### src/rtl/morra_cinese.sv
// Rock-paper-scissors ("morra cinese") game referee.
// Each PLAY cycle judges one manche; MANCHE/PARTITA are Mealy outputs that
// reflect the inputs applied in the same cycle. A RESTART configures a new
// game of 4..19 manches. A player who wins a manche may not repeat the
// winning move in the next manche.
module morra_cinese (
   input  logic       clk,
   input  logic       rst_n,
   input  logic       INIZIA,
   input  logic [1:0] PRIMO,
   input  logic [1:0] SECONDO,
   output logic [1:0] MANCHE,
   output logic [1:0] PARTITA,
   output logic [4:0] max_manches,
   output logic [4:0] manches_played,
   output logic [4:0] current_state,
   output logic [4:0] next_state,
   output logic       moves_are_valid,
   output logic       played_max,
   output logic       played_min,
   output logic [1:0] early_winner,
   output logic [1:0] tmp_game_winner,
   output logic [1:0] last_p1_move,
   output logic [1:0] last_p2_move
);

   localparam logic [4:0] S_IDLE = 5'b00000;
   localparam logic [4:0] S_PLAY = 5'b00001;
   localparam logic [4:0] S_END  = 5'b00010;

   logic [4:0] p1_wins;
   logic [4:0] p2_wins;
   logic [4:0] played_upd;
   logic [4:0] p1_upd;
   logic [4:0] p2_upd;
   logic [1:0] manche_res;
   logic [1:0] game_res;
   logic       p1_beats;
   logic       manche_ok;

   // A move pair is legal when both players moved and nobody repeats a forbidden move.
   always_comb begin
      moves_are_valid = (PRIMO != 2'b00) && (SECONDO != 2'b00)
                        && ((last_p1_move == 2'b00) || (PRIMO != last_p1_move))
                        && ((last_p2_move == 2'b00) || (SECONDO != last_p2_move));
      manche_ok = !INIZIA && (current_state == S_PLAY) && moves_are_valid;
   end

   // Manche winner: paper beats rock, rock beats scissors, scissors beats paper.
   always_comb begin
      p1_beats = ((PRIMO == 2'b10) && (SECONDO == 2'b01))
              || ((PRIMO == 2'b01) && (SECONDO == 2'b11))
              || ((PRIMO == 2'b11) && (SECONDO == 2'b10));
      if (PRIMO == SECONDO)
         manche_res = 2'b11;
      else if (p1_beats)
         manche_res = 2'b01;
      else
         manche_res = 2'b10;
   end

   // Game-end evaluation on counts that already include the current manche.
   always_comb begin
      played_upd = manches_played + 5'd1;
      p1_upd     = p1_wins + {4'b0000, (manche_res == 2'b01)};
      p2_upd     = p2_wins + {4'b0000, (manche_res == 2'b10)};
      played_min = (played_upd >= 5'd4);
      played_max = (played_upd == max_manches);
      if ({1'b0, p1_upd} >= ({1'b0, p2_upd} + 6'd2))
         early_winner = 2'b01;
      else if ({1'b0, p2_upd} >= ({1'b0, p1_upd} + 6'd2))
         early_winner = 2'b10;
      else
         early_winner = 2'b00;
      if (p1_upd > p2_upd)
         tmp_game_winner = 2'b01;
      else if (p2_upd > p1_upd)
         tmp_game_winner = 2'b10;
      else
         tmp_game_winner = 2'b11;
      game_res = 2'b00;
      if (manche_ok) begin
         if (played_min && (early_winner != 2'b00))
            game_res = early_winner;
         else if (played_max)
            game_res = tmp_game_winner;
      end
   end

   // State register.
   always_ff @(posedge clk or negedge rst_n) begin
      if (!rst_n)
         current_state <= S_IDLE;
      else
         current_state <= next_state;
   end

   // Next state: RESTART always enters PLAY; a decided game moves to END.
   always_comb begin
      next_state = current_state;
      if (INIZIA)
         next_state = S_PLAY;
      else if (manche_ok && (game_res != 2'b00))
         next_state = S_END;
   end

   // Mealy outputs: only a legal manche in PLAY produces a result.
   always_comb begin
      MANCHE  = 2'b00;
      PARTITA = 2'b00;
      if (manche_ok) begin
         MANCHE  = manche_res;
         PARTITA = game_res;
      end
   end

   // Game progress registers: configured on RESTART, updated on legal manches.
   always_ff @(posedge clk or negedge rst_n) begin
      if (!rst_n) begin
         max_manches    <= 5'd0;
         manches_played <= 5'd0;
         p1_wins        <= 5'd0;
         p2_wins        <= 5'd0;
         last_p1_move   <= 2'b00;
         last_p2_move   <= 2'b00;
      end else if (INIZIA) begin
         max_manches    <= {1'b0, PRIMO, SECONDO} + 5'd4;
         manches_played <= 5'd0;
         p1_wins        <= 5'd0;
         p2_wins        <= 5'd0;
         last_p1_move   <= 2'b00;
         last_p2_move   <= 2'b00;
      end else if (manche_ok) begin
         manches_played <= played_upd;
         p1_wins        <= p1_upd;
         p2_wins        <= p2_upd;
         case (manche_res)
            2'b01: begin
               last_p1_move <= PRIMO;
               last_p2_move <= 2'b00;
            end
            2'b10: begin
               last_p1_move <= 2'b00;
               last_p2_move <= SECONDO;
            end
            default: begin
               last_p1_move <= 2'b00;
               last_p2_move <= 2'b00;
            end
         endcase
      end
   end

endmodule

### config.mk
export PLATFORM = sky130hd
export DESIGN_NAME = morra_cinese
export DESIGN_NICKNAME = d
export VERILOG_FILES = /design/src/rtl/morra_cinese.sv
export SDC_FILE = /design/constraint.sdc
export NUM_CORES = 1
export LEC_CHECK = 0
export BUFFER_PORTS_ARGS = -buffer_cell sky130_fd_sc_hd__buf_2
export CAP_MARGIN = 40
export CORE_UTILIZATION = 50
export DETAILED_ROUTE_END_ITERATION = 6
export PLACE_DENSITY = 0.85
export SYNTH_ARGS = -nofsm -noshare
export SYNTH_HDL_FRONTEND = slang
export SYNTH_SLANG_ARGS = --single-unit
### constraint.sdc
create_clock -name clk -period 4.7 [get_ports clk]
set_clock_uncertainty 0.1 [all_clocks]
set_input_delay 0.47 -clock clk [delete_from_list [all_inputs] [get_ports clk]]
set_output_delay 0.47 -clock clk [all_outputs]
set_load 0.02 [all_outputs]
==> impl_metrics.json <==
{
  "outcome": "completed",
  "critical_path.max_fanout": 7,
  "clk_pin_slew_worst_paths_ps": 70,
  "final-hold-violation-count": 0,
  "final-instance-count-excl-fill": 319,
  "total_of_hold_buffers_inserted_after_clock_tree_synthesis": 0,
  "tritoncts": "built",
  "max_cap_violations": 0,
  "max-vdd-ir-drop_uv": 262,
  "power_frac_comb_pct": 35.8,
  "wl_per_cell_um": 14.5,
  "synth.ff_latch_count": 29,
  "synth.net_count": 251,
  "cts_inserted_buffers": 5,
  "synth_most_common_cell": "dfrtp_1",
  "h-tree-depth": 2,
  "post-route-drc-count": 0,
  "yosysWarningCount": 0,
  "floorplan.die.width_um": 67.0,
  "detail_route.iter0.violations": 140,
  "drt_wl_total_mm": 4.63,
  "synth_common_cells": "dfrtp_1 (29), ha_1 (19), nand2_1 (18)",
  "netSwitchingFraction_pct": 36.9,
  "dp.cells": 311,
  "setup_violations": 0,
  "max_freq_mhz": 224,
  "final_util_pct": 61.2,
  "numPortBuffers": 41,
  "ioPinCount": 42,
  "dominantRegCellSynth": "dfrtp_1",
  "drt-vias-per-instance": 5.57,
  "grt_first_pass_wirelength_mm": 7.40,
  "timing.setup.critical_path_class": "input port to output port",
  "first_global_vias": 1584,
  "clock_power_share_pct": 26.6,
  "p_switching_w": 0.000278,
  "final_layout_size_suffix_gt1_share_pct": 26.0,
  "power.total_w": 0.000752,
  "setup.worst_path.end_class": "output port",
  "number_of_rows_created_at_floorplan": 23,
  "tightest_slew_ps": 894,
  "die_height_um": 67.0,
  "final_nets": 294,
  "drt_pre_antenna_iters": 5,
  "postRouteAntennaNets": 0,
  "power_per_cell_area_nw_per_um2": 305,
  "yosysTopAreaCell": "dfrtp_1",
  "worst_slew_margin_rel_pct": 40.4,
  "hold_path_class": "input port to asynchronous set/reset pin",
  "grt_antenna_before_repair": 0,
  "data_required_time_at_the_worst_endpoint_ps": 4130,
  "holdWs_ps": 90.2,
  "placeableCoreArea_um2": 4030,
  "yosysTopAreaCellShare_pct": 34.4,
  "syn-instance-count": 225,
  "layout_min_cycle_time_ps": 4460,
  "synth_async_sr_flop_share_pct": 100,
  "finalCritPeriodShare_pct": 94.9,
  "hpwl_mm": 3.30,
  "critical_path_arrival_ps": 3890,
  "num_vias": 1777,
  "final.fill_count": 350,
  "final-max-slew-violation-count": 0,
  "power.static_leakage_nw": 1.22,
  "grt-ovfl-total": 0,
  "top_post_synthesis_cells_by_area": "dfrtp_1 (34%), ha_1 (11%), xnor2_1 (5.8%)",
  "die_area_um2": 4490,
  "floorplan.initialDensity_pct": 52.4,
  "post_synth.cell_area_avg_um2": 9.38,
  "antenna-diode-count": 0,
  "yosysUniqueCellTypes": 44,
  "register_area_share_after_synthesis_pct": 34.4,
  "post_synth_instance_area_um2": 2110,
  "power.internal_w": 0.000474,
  "clkSinkCount": 29,
  "pwr-share-seq_pct": 37.6,
  "crit_path_start_kind": "input port",
  "gr-usage-all-layers_pct": 22.7,
  "syn_to_final_growth_pct": 16.9,
  "synth-edff-count": 0,
  "routabilityCongestion": 0.855,
  "cts.root.buffer_cell": "clkbuf_8",
  "cts.path.max_buffers": 2,
  "worstSkewPairLatency_ps": 290,
  "grt_start_max_net_pins": 31,
  "totalNegativeSetupSlack_ps": 0
}
-- flip-flops by register name, indices dropped and copies added, names as in the netlist --
signal and flops:
p1_wins 5, manches_played 5, max_manches 5, last_p1_move 2, last_p2_move 2, p2_wins 5
current_state 5
-- worst paths after layout --
| check | start | to | slack, ps | cells past startpoint |
|---|---|---|---|---|
| min in group clk | PRIMO[1] | last_p1_move[1] | 400 | 3 |
| max reg2reg | p1_wins[0] | current_state[0] | 1860 | 11 |
| min | rst_n | manches_played[0] | 90 | 1 |
| min reg2reg | p2_wins[1] | p2_wins[1] | 450 | 2 |
| max in group asynchronous | rst_n | p1_wins[2] | 3990 | 1 |
| max | PRIMO[0] | next_state[1] | 240 | 18 |
-- area by class of cell --
cell class	instances	area (µm²)	area share, %
Timing Repair Buffer	44	228	9.23
Clock inverter	2	10.0	0.406
Inverter	13	48.8	1.98
Multi-Input combinational cell	175	1320	53.5
Tap cell	50	62.6	2.54
Sequential cell	29	726	29.4
Clock buffer	6	72.6	2.94
-- power by group through the flow --
stage	Sequential, W	Combinational (W)	Clock (W)
final	0.000283	0.000269	0.000200
after global routing	0.000286	0.000296	0.000217
after global placement	0.000286	0.000265	0
after CTS	0.000283	0.000270	0.000202
after floorplan	0.000298	0.000180	0
after detailed placement	0.000287	0.000268	0
-- worst max-delay path, cell delays in order --
cell and delay (ps):
buf_2 150, inv_1 90, ha_1 190, mux2_2 250, a21oi_1 170, nor2_1 120
ha_1 220, ha_1 260, xor2_2 260, nand2_1 160, nor3_1 260, nand2b_1 150
ha_1 170, nor2_1 60, or3b_1 360, o2bb2ai_1 210, o31a_1 160, buf_2 170
-- stage by stage --
| stage | worst slack, ps | area [µm²] |
|---|---|---|
| final | 239 | 2470 |
| after global routing | -19.9 | 2470 |
| after CTS | 140 | 2440 |
| after detailed placement | 158 | 2360 |
| after global placement | 246 | 2360 |
| after floorplan | 314 | 2110 |
-- placed cells by master (no fill, tap or decap), types with 2 or more instances in the layout --
master	netlist	layout
a211o_1	2	2
a211oi_2	2	2
a21o_1	2	2
a21oi_1	6	6
buf_2	3	41
buf_4	0	3
clkbuf_8	0	5
clkinv_2	0	2
dfrtp_1	29	29
ha_1	19	19
inv_1	13	13
maj3_2	3	3
mux2_2	6	6
nand2_1	18	18
nand2b_1	4	4
nand3_1	12	12
nand3b_1	14	14
nor2_1	14	14
nor2b_1	6	5
nor3_1	2	2
nor4_1	2	2
o21ai_0	14	14
o21ai_1	3	3
o31a_1	2	2
o31ai_1	3	3
xnor2_1	14	14
xor2_1	8	5
xor2_2	2	5
-- what timing repair did --
action                     CTS  global route
buffers inserted             0             0
setup endpoints to repair    0             5
gates resized for setup      0             4
-- cells by family after synthesis --
kind of cell    count (synthesis)  share of synthesized area [%]
compound gates                 44                           14.1
xor+xnor                       25                           11.4
fa+ha+maj                      22                           12.9
buf+inv                        21                           4.27
flops                          29                           34.4
mux                             6                           3.20
simple gates                   78                           19.7
-- per-layer routing --
layer	vias up	wire length [µm]	GRT usage [%]
li1	876	-	-
met1	851	2140	29.8
met2	46	2210	35.0
met3	4	229	7.53
met4	0	45	6.38
met5	-	0	0
(Power assumes the default switching activity.)
